==> config.mk <==
export PLATFORM = sky130hd
export DESIGN_NAME = axilite_master_32x32
export DESIGN_NICKNAME = d
export VERILOG_FILES = /design/src/rtl/axilite_master_32x32_pkg.sv /design/src/rtl/axilite_master_32x32.sv
export SDC_FILE = /design/constraint.sdc
export NUM_CORES = 1
export LEC_CHECK = 0
export ABC_AREA = 1
export CORE_MARGIN = 8
export CORE_UTILIZATION = 39
export CTS_CLUSTER_SIZE = 16
export DETAILED_ROUTE_END_ITERATION = 10
export GPL_TIMING_DRIVEN = 0
export PLACE_DENSITY = 0.8
export REMOVE_ABC_BUFFERS = 1
export SLEW_MARGIN = 20
export SYNTH_ARGS = -nofsm -noshare
export SYNTH_HDL_FRONTEND = slang
export SYNTH_SLANG_ARGS = --single-unit
==> constraint.sdc <==
create_clock -name clock -period 1.48 [get_ports clock]
set_clock_uncertainty 0.15 [all_clocks]
set_input_delay 0.296 -clock clock [delete_from_list [all_inputs] [get_ports clock]]
set_output_delay 0.296 -clock clock [all_outputs]
set_load 0.01 [all_outputs]
==> src/rtl/axilite_master_32x32_pkg.sv <==
// Shared definitions for the AXI4-Lite master and its companion slave.
// Holds the bus width constants, the BRESP/RRESP codes, and the
// write/read FSM state enums used by the master.
package axilite_master_32x32_pkg;

    localparam int AXI_ADDR_W = 32;
    localparam int AXI_DATA_W = 32;
    localparam int AXI_STRB_W = AXI_DATA_W / 8;

    localparam logic [1:0] RESP_OKAY   = 2'b00;
    localparam logic [1:0] RESP_SLVERR = 2'b10;

    typedef enum logic [1:0] {
        WR_IDLE,
        WR_ADDR_DATA,
        WR_RESP
    } wr_state_e;

    typedef enum logic [1:0] {
        RD_IDLE,
        RD_ADDR,
        RD_DATA
    } rd_state_e;

endpackage

==> src/rtl/axilite_master_32x32.sv <==
// AXI4-Lite master with independent single-beat write and read engines.
// Ports:
//   clock, reset                 : single clock, synchronous active-high reset
//   W_ADDR/W_DATA/W_EN           : write command; W_READY high when idle,
//                                  W_RESP holds the last BRESP
//   R_ADDR/R_EN                  : read command; R_READY high when idle,
//                                  R_DATA/R_RESP hold the last RDATA/RRESP
//   M_AXI_AW*/W*/B*, M_AXI_AR*/R*: AXI4-Lite master channels
// Every bus VALID/READY is driven from registered state only.
module axilite_master_32x32
    import axilite_master_32x32_pkg::*;
#(
    parameter int ADDR_W = AXI_ADDR_W,
    parameter int DATA_W = AXI_DATA_W
) (
    input  logic                clock,
    input  logic                reset,
    input  logic [ADDR_W-1:0]   W_ADDR,
    input  logic [DATA_W-1:0]   W_DATA,
    input  logic                W_EN,
    output logic                W_READY,
    output logic [1:0]          W_RESP,
    input  logic [ADDR_W-1:0]   R_ADDR,
    input  logic                R_EN,
    output logic [DATA_W-1:0]   R_DATA,
    output logic                R_READY,
    output logic [1:0]          R_RESP,
    output logic [ADDR_W-1:0]   M_AXI_AWADDR,
    output logic [2:0]          M_AXI_AWPROT,
    output logic                M_AXI_AWVALID,
    input  logic                M_AXI_AWREADY,
    output logic [DATA_W-1:0]   M_AXI_WDATA,
    output logic [DATA_W/8-1:0] M_AXI_WSTRB,
    output logic                M_AXI_WVALID,
    input  logic                M_AXI_WREADY,
    input  logic [1:0]          M_AXI_BRESP,
    input  logic                M_AXI_BVALID,
    output logic                M_AXI_BREADY,
    output logic [ADDR_W-1:0]   M_AXI_ARADDR,
    output logic [2:0]          M_AXI_ARPROT,
    output logic                M_AXI_ARVALID,
    input  logic                M_AXI_ARREADY,
    input  logic [DATA_W-1:0]   M_AXI_RDATA,
    input  logic [1:0]          M_AXI_RRESP,
    input  logic                M_AXI_RVALID,
    output logic                M_AXI_RREADY
);

    wr_state_e           wr_state_q, wr_state_d;
    logic                awvalid_q,  awvalid_d;
    logic                wvalid_q,   wvalid_d;
    logic [ADDR_W-1:0]   awaddr_q,   awaddr_d;
    logic [DATA_W-1:0]   wdata_q,    wdata_d;
    logic [1:0]          wresp_q,    wresp_d;

    rd_state_e           rd_state_q, rd_state_d;
    logic [ADDR_W-1:0]   araddr_q,   araddr_d;
    logic [DATA_W-1:0]   rdata_q,    rdata_d;
    logic [1:0]          rresp_q,    rresp_d;

    always_ff @(posedge clock) begin
        if (reset) begin
            wr_state_q <= WR_IDLE;
            awvalid_q  <= 1'b0;
            wvalid_q   <= 1'b0;
            awaddr_q   <= '0;
            wdata_q    <= '0;
            wresp_q    <= RESP_OKAY;
            rd_state_q <= RD_IDLE;
            araddr_q   <= '0;
            rdata_q    <= '0;
            rresp_q    <= RESP_OKAY;
        end else begin
            wr_state_q <= wr_state_d;
            awvalid_q  <= awvalid_d;
            wvalid_q   <= wvalid_d;
            awaddr_q   <= awaddr_d;
            wdata_q    <= wdata_d;
            wresp_q    <= wresp_d;
            rd_state_q <= rd_state_d;
            araddr_q   <= araddr_d;
            rdata_q    <= rdata_d;
            rresp_q    <= rresp_d;
        end
    end

    // Write engine: AW and W complete independently; the response phase
    // starts only once both VALIDs have been retired.
    always_comb begin
        wr_state_d = wr_state_q;
        awvalid_d  = awvalid_q;
        wvalid_d   = wvalid_q;
        awaddr_d   = awaddr_q;
        wdata_d    = wdata_q;
        wresp_d    = wresp_q;
        case (wr_state_q)
            WR_IDLE: begin
                if (W_EN) begin
                    awaddr_d   = W_ADDR;
                    wdata_d    = W_DATA;
                    awvalid_d  = 1'b1;
                    wvalid_d   = 1'b1;
                    wr_state_d = WR_ADDR_DATA;
                end
            end
            WR_ADDR_DATA: begin
                awvalid_d = awvalid_q && !M_AXI_AWREADY;
                wvalid_d  = wvalid_q && !M_AXI_WREADY;
                if (!awvalid_d && !wvalid_d) wr_state_d = WR_RESP;
            end
            WR_RESP: begin
                if (M_AXI_BVALID) begin
                    wresp_d    = M_AXI_BRESP;
                    wr_state_d = WR_IDLE;
                end
            end
            default: begin
                awvalid_d  = 1'b0;
                wvalid_d   = 1'b0;
                wr_state_d = WR_IDLE;
            end
        endcase
    end

    always_comb begin
        rd_state_d = rd_state_q;
        araddr_d   = araddr_q;
        rdata_d    = rdata_q;
        rresp_d    = rresp_q;
        case (rd_state_q)
            RD_IDLE: begin
                if (R_EN) begin
                    araddr_d   = R_ADDR;
                    rd_state_d = RD_ADDR;
                end
            end
            RD_ADDR: begin
                if (M_AXI_ARREADY) rd_state_d = RD_DATA;
            end
            RD_DATA: begin
                if (M_AXI_RVALID) begin
                    rdata_d    = M_AXI_RDATA;
                    rresp_d    = M_AXI_RRESP;
                    rd_state_d = RD_IDLE;
                end
            end
            default: rd_state_d = RD_IDLE;
        endcase
    end

    assign W_READY       = (wr_state_q == WR_IDLE);
    assign W_RESP        = wresp_q;
    assign R_READY       = (rd_state_q == RD_IDLE);
    assign R_DATA        = rdata_q;
    assign R_RESP        = rresp_q;

    assign M_AXI_AWADDR  = awaddr_q;
    assign M_AXI_AWPROT  = 3'b000;
    assign M_AXI_AWVALID = awvalid_q;
    assign M_AXI_WDATA   = wdata_q;
    assign M_AXI_WSTRB   = '1;
    assign M_AXI_WVALID  = wvalid_q;
    assign M_AXI_BREADY  = (wr_state_q == WR_RESP);
    assign M_AXI_ARADDR  = araddr_q;
    assign M_AXI_ARPROT  = 3'b000;
    assign M_AXI_ARVALID = (rd_state_q == RD_ADDR);
    assign M_AXI_RREADY  = (rd_state_q == RD_DATA);

endmodule

==> impl_metrics.csv <==
group,metric,value,unit
route,drc_markers,0,
floorplanning,fp-row-count,42,
timing,maxSlewHeadroom,43.0,%
clocking,cts_max_path_buffers,2,
pwr,ir_worst_vdd,0.644,mV
logic_synthesis,ys_warn_count,0,
logic_synthesis,yosys.cell_types.count,25,
clocking,h-tree-depth,4,
final_layout,final_common_cell,"nand2_1",
clocking,cts_tree,"yes",
timing,final-hold-violation-count,0,
logic_synthesis,netlist.top_cell.by_area,"dfxtp_1",
timing,finalCriticalPeriod,1.55,ns
placed_design,placed_cells,1043,
worst_setup_path,worstPathMaxFanout,3,
timing,finalSetupViolCount,5,
clocking,cts_hold_buf,0,
final_layout,num-fill-cells,1104,
flow_run,max-cap-violations,0,
timing,tns,-0.143,ns
grt,grt_antenna_before_repair,1,
placed_design,gp_congestion,0.754,
grt,groute.usage.overall,20.7,%
timing,worstMarginPinSlew,0.855,ns
final_layout,syn_to_final_growth,65.9,%
worst_setup_path,crit_path_start_kind,"flop",
floorplanning,core,13300,um2
worst_setup_path,crit_type,"reg2out",
logic_synthesis,netlist.area_leader.share,51.9,%
logic_synthesis,syn_area_per_cell,8.42,um2
logic_synthesis,syn-instance-count,633,
final_layout,post_route_cells_drive_above_1_share,32.2,%
clocking,clock_latency,0.41,ns
timing,timing.fmax,647,MHz
route,first_iter_violations,285,
clocking,num_cts_buffers,17,
worst_setup_path,cpPeakStageDelay,0.39,ns
placed_design,dp_hpwl,12000,um
worst_setup_path,crit_chain,"inv_4, nor2_8, buf_6",
timing,post-route-period-util,104,%
route,avgRoutedWirePerCell,17.9,um
floorplanning,chipHeight,133,um
placed_design,dp_slack,-1.07,ns
floorplanning,die_width,133,um
logic_synthesis,synth.ff_latch_count,138,
route,number_of_optimization_iterations_in_the_first_detailed_route_pass,4,
route,drtAntennaViolNets,0,
logic_synthesis,synthTopCellsByArea,"dfxtp_1 (52%), nand2_1 (15%), a21oi_1 (9.9%), a21oi_2 (4.9%), nand3_1 (3.6%)",
worst_setup_path,timing.critical_path.slowest_stage_cell,"dfxtp_4",
outcome,status,"finished, violations left",
grt,grt_start_max_net_pins,76,
pwr,p_leak,0.00352,uW
worst_hold_path,hold-path-cell-count,2,
timing,finalMaxSlewViolations,0,
final_layout,fin_area,8840,um2
worst_setup_path,timing.critical_path.to_type,"output pin",
placed_design,io_buffer_count,279,
grt,grt_pass1_vias,5304,
floorplanning,fp.dieArea,17700,um2
worst_setup_path,crit_required,1.03,ns
logic_synthesis,syn-cell-area,5330,um2
worst_setup_path,worstRegToRegCells,7,
grt,grt-ovfl-total,0,
final_layout,final-instance-count-excl-fill,1107,
route,detail_route.vias_per_cell,4.84,
pwr,pwr_density_cell,1140,nW/um2
floorplanning,ios,290,
grt,wire_length_of_the_first_global_routing_pass,28900,um
timing,grt_setup_unrepaired,"yes",
clocking,clkTransAtPathRegs,0.06,ns
route,vias,5359,
worst_hold_path,min_path_type,"in2reg",
route,detail_route.wirelength,19800,um
worst_setup_path,worst_ep_arrival_time,1.10,ns
final_layout,mostFrequentLayoutCells,"nand2_1 (187), clkdlybuf4s50_1 (137), dfxtp_1 (133)",
timing,layout_setup_ws,-0.0650,ns
floorplanning,initial_utilization,40.1,%
placed_design,placed_inst_area,7970,um2
clocking,clock-sinks,138,
outcome,failed_checks,"setup timing",
clocking,cts-root-buf,"clkbuf_16",
final_layout,final_net_count,1059,
logic_synthesis,seq_area_frac_synth,51.9,%
logic make-up (layout without fill, tap and decap cells):
logic type,count (synthesis),count (layout),synth area share [%]
DFF,138,138,51.9
buffers and inverters,66,350,8.99
and+or+nand+nor,288,293,23.7
AOI/OAI and AO/OA,139,139,15.3
other,2,11,0.141
state kept, by name, indices dropped and copies added (netlist names):
register and cells:
wr_state_q 2, rd_state_q 2, M_AXI_WDATA 32, M_AXI_WVALID 1
R_DATA 32, M_AXI_AWVALID 1, W_RESP 2, M_AXI_AWADDR 32
M_AXI_ARADDR 32, R_RESP 2
report_power, final:
part	leakage (uW)	switching (uW)	internal (uW)	total (uW)
clock	0.000293	1530	2760	4300
sequential	0.00113	114	3910	4030
combinational	0.00210	906	815	1720
total	0.00352	2550	7490	10000
worst paths after layout:
check,from,end,slack (ns)
hold / removal,reset,M_AXI_AWADDR[21]$_SDFFE_PP0P_,0.16
setup reg to reg,wr_state_q[1]$_SDFFE_PP0P_,M_AXI_WDATA[0]$_SDFFE_PP0P_,0.02
hold reg to reg,R_DATA[28]$_SDFFE_PP0P_,R_DATA[28]$_SDFFE_PP0P_,0.31
setup / recovery,rd_state_q[1]$_SDFFE_PP0P_,M_AXI_RREADY,-0.07
cell type report:
| cell class | count | area [um2] | area share [%] |
|---|---|---|---|
| clock buffer | 23 | 478 | 5.41 |
| timing repair inverter | 7 | 129 | 1.46 |
| timing repair buffer | 300 | 2600 | 29.4 |
| tap | 176 | 220 | 2.49 |
| antenna | 1 | 2.50 | 0.0283 |
| multi-input combinational | 442 | 2440 | 27.6 |
| clock inverter | 8 | 118 | 1.33 |
| sequential | 138 | 2780 | 31.4 |
| inverter | 12 | 82.6 | 0.934 |
routing by layer:
| layer | track usage, % | wire length, um | up-vias |
|---|---|---|---|
| met5 | 0 | 0 | - |
| met4 | 11.9 | 707 | 0 |
| met3 | 8.18 | 1710 | 49 |
| met2 | 33.8 | 9530 | 232 |
| met1 | 22.5 | 7820 | 2458 |
| li1 | - | - | 2620 |
stage by stage:
stage | utilization (%) | hold WS (ns) | power [uW]
floorplan | - | 0.208 | 4620
global placement | 59.7 | 0.298 | 5620
detailed placement | 59.9 | 0.301 | 5630
CTS | 66.0 | 0.160 | 9950
global route | 66.5 | 0.185 | 10500
finish | 66.5 | 0.161 | 10000
cells in the mapped netlist, drive strengths merged:
cell      n
a21oi   135
nand2   240
nand3b    1
nor3      1
nand3    38
dfxtp   138
inv      12
a31oi     4
buf      38
clkbuf   16
nor2      7
conb      2
nand4     1
worst max-delay path: cells and delay by family, from the launching register on:
family | cells | cell delay, ns
and+or+nand+nor | 1 | 0.12
buffers and inverters | 2 | 0.19
DFF | 1 | 0.39
what timing repair did:
item                       CTS  global route
setup buffers               11             9
setup endpoints to repair  272           213
gates cloned                 6             6
pin swaps                    5            19
resized for setup          336           191
(Power assumes the default switching activity.)
